**src/rtl/dmem_arbiter.sv**
```systemverilog
// dmem_arbiter: two-port (fetch, load/store) arbiter and sequencer in front of
// the shared data memory. Each access runs request -> single RAM cycle -> held
// response, and contended grants alternate between the two ports.
module dmem_arbiter #(
    parameter int IDX_LEN  = 64,
    parameter int DATA_LEN = 64
) (
    input  logic                clk,
    input  logic                rst,
    // instruction-fetch port
    input  logic                if_req_valid,
    output logic                if_req_ready,
    input  logic [IDX_LEN-1:0]  if_addr,
    output logic                if_resp_valid,
    input  logic                if_resp_ready,
    output logic [DATA_LEN-1:0] if_resp_data,
    // load/store port
    input  logic                ls_req_valid,
    output logic                ls_req_ready,
    input  logic                ls_we,
    input  logic [IDX_LEN-1:0]  ls_addr,
    input  logic [DATA_LEN-1:0] ls_wdata,
    input  logic [2:0]          ls_read_type,
    input  logic [1:0]          ls_write_type,
    output logic                ls_resp_valid,
    input  logic                ls_resp_ready,
    output logic [DATA_LEN-1:0] ls_resp_data,
    // RAM side
    output logic [IDX_LEN-1:0]  ram_idx,
    output logic [DATA_LEN-1:0] ram_w_data,
    output logic                ram_ren,
    output logic                ram_wen,
    output logic [2:0]          ram_read_type,
    output logic [1:0]          ram_write_type,
    input  logic [DATA_LEN-1:0] ram_r_data
);

    localparam logic [1:0] S_IDLE   = 2'd0;
    localparam logic [1:0] S_ACCESS = 2'd1;
    localparam logic [1:0] S_RESP   = 2'd2;

    localparam logic OWN_IF = 1'b0;
    localparam logic OWN_LS = 1'b1;

    localparam logic [2:0] RT_LD  = 3'd3;
    localparam logic [2:0] RT_LWU = 3'd6;

    // The RAM has no type 7; treat it as a full-word load.
    function automatic logic [2:0] map_read_type(input logic [2:0] rt);
        logic [2:0] mapped;
        if (rt == 3'd7) begin
            mapped = RT_LD;
        end else begin
            mapped = rt;
        end
        return mapped;
    endfunction

    logic [1:0]          r_state;
    logic [1:0]          w_state_nxt;
    logic                r_owner;
    logic                r_last_grant;
    logic                r_we;
    logic [IDX_LEN-1:0]  r_addr;
    logic [DATA_LEN-1:0] r_wdata;
    logic [2:0]          r_read_type;
    logic [1:0]          r_write_type;
    logic [DATA_LEN-1:0] r_if_resp_data;
    logic [DATA_LEN-1:0] r_ls_resp_data;

    logic                w_grant_valid;
    logic                w_grant;
    logic                w_owner_resp_ready;

    // Pick the winning requester in IDLE; ties go to the port not served last.
    always_comb begin
        w_grant_valid = 1'b0;
        w_grant       = OWN_IF;
        if (r_state == S_IDLE) begin
            if (if_req_valid && ls_req_valid) begin
                w_grant_valid = 1'b1;
                w_grant       = (r_last_grant == OWN_LS) ? OWN_IF : OWN_LS;
            end else if (if_req_valid) begin
                w_grant_valid = 1'b1;
                w_grant       = OWN_IF;
            end else if (ls_req_valid) begin
                w_grant_valid = 1'b1;
                w_grant       = OWN_LS;
            end else begin
                w_grant_valid = 1'b0;
                w_grant       = OWN_IF;
            end
        end else begin
            w_grant_valid = 1'b0;
            w_grant       = OWN_IF;
        end
    end

    assign if_req_ready       = w_grant_valid && (w_grant == OWN_IF);
    assign ls_req_ready       = w_grant_valid && (w_grant == OWN_LS);
    assign w_owner_resp_ready = (r_owner == OWN_IF) ? if_resp_ready : ls_resp_ready;

    // Sequencer next-state: IDLE -> ACCESS (one cycle) -> RESP until taken.
    always_comb begin
        w_state_nxt = r_state;
        case (r_state)
            S_IDLE: begin
                if (w_grant_valid) begin
                    w_state_nxt = S_ACCESS;
                end else begin
                    w_state_nxt = S_IDLE;
                end
            end
            S_ACCESS: begin
                w_state_nxt = S_RESP;
            end
            S_RESP: begin
                if (w_owner_resp_ready) begin
                    w_state_nxt = S_IDLE;
                end else begin
                    w_state_nxt = S_RESP;
                end
            end
            default: begin
                w_state_nxt = S_IDLE;
            end
        endcase
    end

    // State, request latches and response capture; reset aborts any access.
    always_ff @(posedge clk or posedge rst) begin
        if (rst) begin
            r_state        <= S_IDLE;
            r_owner        <= OWN_IF;
            r_last_grant   <= OWN_LS;
            r_we           <= 1'b0;
            r_addr         <= {IDX_LEN{1'b0}};
            r_wdata        <= {DATA_LEN{1'b0}};
            r_read_type    <= 3'd0;
            r_write_type   <= 2'd0;
            r_if_resp_data <= {DATA_LEN{1'b0}};
            r_ls_resp_data <= {DATA_LEN{1'b0}};
        end else begin
            r_state <= w_state_nxt;
            if (w_grant_valid) begin
                r_owner      <= w_grant;
                r_last_grant <= w_grant;
                if (w_grant == OWN_LS) begin
                    r_we         <= ls_we;
                    r_addr       <= ls_addr;
                    r_wdata      <= ls_wdata;
                    r_read_type  <= map_read_type(ls_read_type);
                    r_write_type <= ls_write_type;
                end else begin
                    r_we         <= 1'b0;
                    r_addr       <= if_addr;
                    r_read_type  <= RT_LWU;
                end
            end
            if (r_state == S_ACCESS) begin
                if (r_owner == OWN_IF) begin
                    r_if_resp_data <= {{(DATA_LEN-32){1'b0}}, ram_r_data[31:0]};
                end else if (r_we) begin
                    r_ls_resp_data <= {DATA_LEN{1'b0}};
                end else begin
                    r_ls_resp_data <= ram_r_data;
                end
            end
        end
    end

    assign ram_idx        = r_addr;
    assign ram_w_data     = r_wdata;
    assign ram_read_type  = r_read_type;
    assign ram_write_type = r_write_type;
    assign ram_ren        = (r_state == S_ACCESS);
    assign ram_wen        = (r_state == S_ACCESS) && (r_owner == OWN_LS) && r_we;

    assign if_resp_valid  = (r_state == S_RESP) && (r_owner == OWN_IF);
    assign ls_resp_valid  = (r_state == S_RESP) && (r_owner == OWN_LS);
    assign if_resp_data   = r_if_resp_data;
    assign ls_resp_data   = r_ls_resp_data;

endmodule

```
**config.mk**
```make
export PLATFORM = sky130hd
export DESIGN_NAME = dmem_arbiter
export DESIGN_NICKNAME = d
export VERILOG_FILES = /design/src/rtl/dmem_arbiter.sv
export SDC_FILE = /design/constraint.sdc
export NUM_CORES = 1
export LEC_CHECK = 0
export BUFFER_PORTS_ARGS = -buffer_cell sky130_fd_sc_hd__clkbuf_2
export CORE_AREA = 3 3 206 208
export DETAILED_ROUTE_END_ITERATION = 10
export DIE_AREA = 0 0 209 211
export PLACE_DENSITY_LB_ADDON = 0.15
export SYNTH_ARGS = -nofsm -noshare
export SYNTH_HDL_FRONTEND = slang
export SYNTH_SLANG_ARGS = --single-unit
```
**constraint.sdc**
```tcl
create_clock -name clk -period 8.6 [get_ports clk]
set_input_delay 0.43 -clock clk [delete_from_list [all_inputs] [get_ports clk]]
set_output_delay 0.43 -clock clk [all_outputs]
set_load 0.01 [all_outputs]
```
==> results.ini <==
[critical_path]
cp.arrival_ns=3.19
crit_path_start_kind=register
cp_max_fo=75
path_class=register to register
endpoint_kind=register
critical_path_required_ns=9.03

[timing]
timing.final.crit_share_pct=32.11
hold_violations=0
worst_slew_margin_rel_pct=27.94
setup_viol=0
max_freq_mhz=362.1
finalMaxSlewViolations=0
grt_setup_unrepaired=false
skew_ns=0.006137
worst_slew_pin_slew_ns=1.078
timing.setup.tns_ns=0
min_period_ns=2.761

[clocking]
clock_sinks=234
holdBufCountCts=0
clock_latency_ns=0.54
path_clk_slew_ns=0.06
cts_buffers=29
ctsResizeCount=0
cts_tree=done
clk_path_buf_depth=3
postCtsSetupBuffers=0
htree_num_levels=1
cts_root_buf=clkbuf_16

[route]
vias=7786
drc=0
drt-initial-drc-count=457
vias_per_cell=4.297
wl_per_cell_um=19.10
drt_wl_total_mm=34.61
dr.pass1.iters=4
postRouteAntennaNets=0

[final_layout]
fin_nets=1526
drive_above_1_share_pct=51.80
stdcell_area_um2=13420
multi_input_area_um2=3314
regArea_um2=5857
final_core_util_pct=32.94
areaGrowthSynthToFinish_pct=38.89
fillerInstances=4275
fin_cells=1812
antenna_cells=0

[worst_hold_path]
min_path_type=input port to async pin

[logic_synthesis]
synthCells=774
synth_most_common_cell=dfrtp_1
syn_avg_cell_area_um2=12.48
ys_seq_area_share_pct=60.62
synth_edf_count=0
synthDistinctLibCells=28
ys_async_sr_fraction_pct=100.0
ys_top_cells_by_area=dfrtp_1 60%, mux2_2 11%, a221o_1 6.6%
yosys_most_used_dff=dfrtp_1
ys_top_cells_by_count=233 x dfrtp_1, 131 x nand2_1, 96 x mux2_2
yosysTopAreaCellShare_pct=60.35
syn_area_um2=9662
synth.largest_area_cell=dfrtp_1
yosys_warnings=0
ys_ff_latch=234

[grt]
grt_util_all_layers_pct=14.89
antenna_found_initial=0
grt_pass1_vias=8306
grt_pass1_wl_mm=51.86
grt.overflow.total=0
grt_max_degree=114

[run]
cap_violations=0

[floorplan]
dieHeight_um=211
core_um2=40740
core.rowCount=74
io-pin-count=535
die_w_um=209
dieArea_um2=44100
initial_core_util_pct=23.72

[outcome]
status=finished clean

[place]
dp.cells=1759
placement.io_buffers=502
dp_hpwl_mm=24.86
place_congestion=0.7848
place_area_um2=12460

[power]
powerDensity_nw_per_um2=395.3
ir_worst_vdd_mv=0.1625
leakagePower_uw=0.006872

area by class of cell:
| cell class | count | share of cell area [%] |
|---|---|---|
| multi-input cells | 475 | 24.70 |
| clock buffers | 47 | 6.732 |
| repair buffers | 512 | 19.28 |
| well taps | 532 | 4.960 |
| inverters | 6 | 0.2424 |
| flip-flops and latches | 234 | 43.65 |
| clock inverters | 6 | 0.4382 |
critical path: stages (launching register included):
cell and delay (ns):
dfrtp_1 0.40, nor2_1 0.20, nand3_2 0.16, inv_4 0.68, buf_4 0.72, mux2_2 0.41
layout by cell type (no fill, tap or decap), types with 10 or more instances in the layout:
cell and instances:
buf_4 10, o21ai_0 67, nand2_1 131, clkbuf_2 502, clkbuf_8 11, mux2_2 96, a221o_1 64, o21a_1 64
conb_1 32, dfrtp_1 233, clkbuf_16 29
state kept, by name, indices dropped and copies added, names as in the netlist, 2 cells and up:
register        flops
ram_idx            64
r_state             2
ram_w_data         64
if_resp_data       32
ram_write_type      2
ls_resp_data       64
ram_read_type       3
metrics by stage:
step                      power (uW)  setup WS (ns)  hold slack, ns
after global placement          4130          5.770          0.4616
after CTS                       5421          5.745         0.06594
after global routing            5687          5.618         0.08289
after floorplan                 3252          1.754          0.4659
final                           5304          5.839         0.06373
after detailed placement        4153          5.739          0.4706
power breakdown:
group / internal (uW) / switching [uW]
logic: 973 / 1170
clock network: 742 / 479
registers: 1650 / 290
layer usage:
metal / share of wire [%] / GRT usage (%) / vias up / wire [um]
li1: - / - / 3655 / -
met3: 6.7 / 3.386 / 49 / 2309
met5: 0 / 0 / - / 0
met1: 40 / 18.16 / 3798 / 13700
met4: 2.5 / 4.365 / 0 / 873
met2: 51 / 26.39 / 284 / 17720
worst paths after layout:
kind / from / depth (start not counted) / slack, ns / endpoint
min in group clk: ls_we / 2 / 0.11 / r_we
max: r_state[1] / 5 / 5.84 / ram_w_data[62]
min: rst / 2 / 0.06 / ram_idx[20]
min reg2reg: ls_resp_data[6] / 2 / 0.48 / ls_resp_data[6]
max in group asynchronous: rst / 3 / 7.04 / ram_idx[45]
max reg2reg: r_state[1] / 5 / 5.84 / ram_w_data[62]
logic make-up (layout without fill, tap and decap cells):
logic type,Yosys count,after routing,synth area share (%)
buffers and inverters,96,571,6.397
DFF,234,234,60.62
and+or+nand+nor,144,144,5.892
other,1,32,0.03881
AOI/OAI and AO/OA,200,200,15.51
muxes,99,99,11.54
No activity file was read; power rests on OpenSTA's default activity.
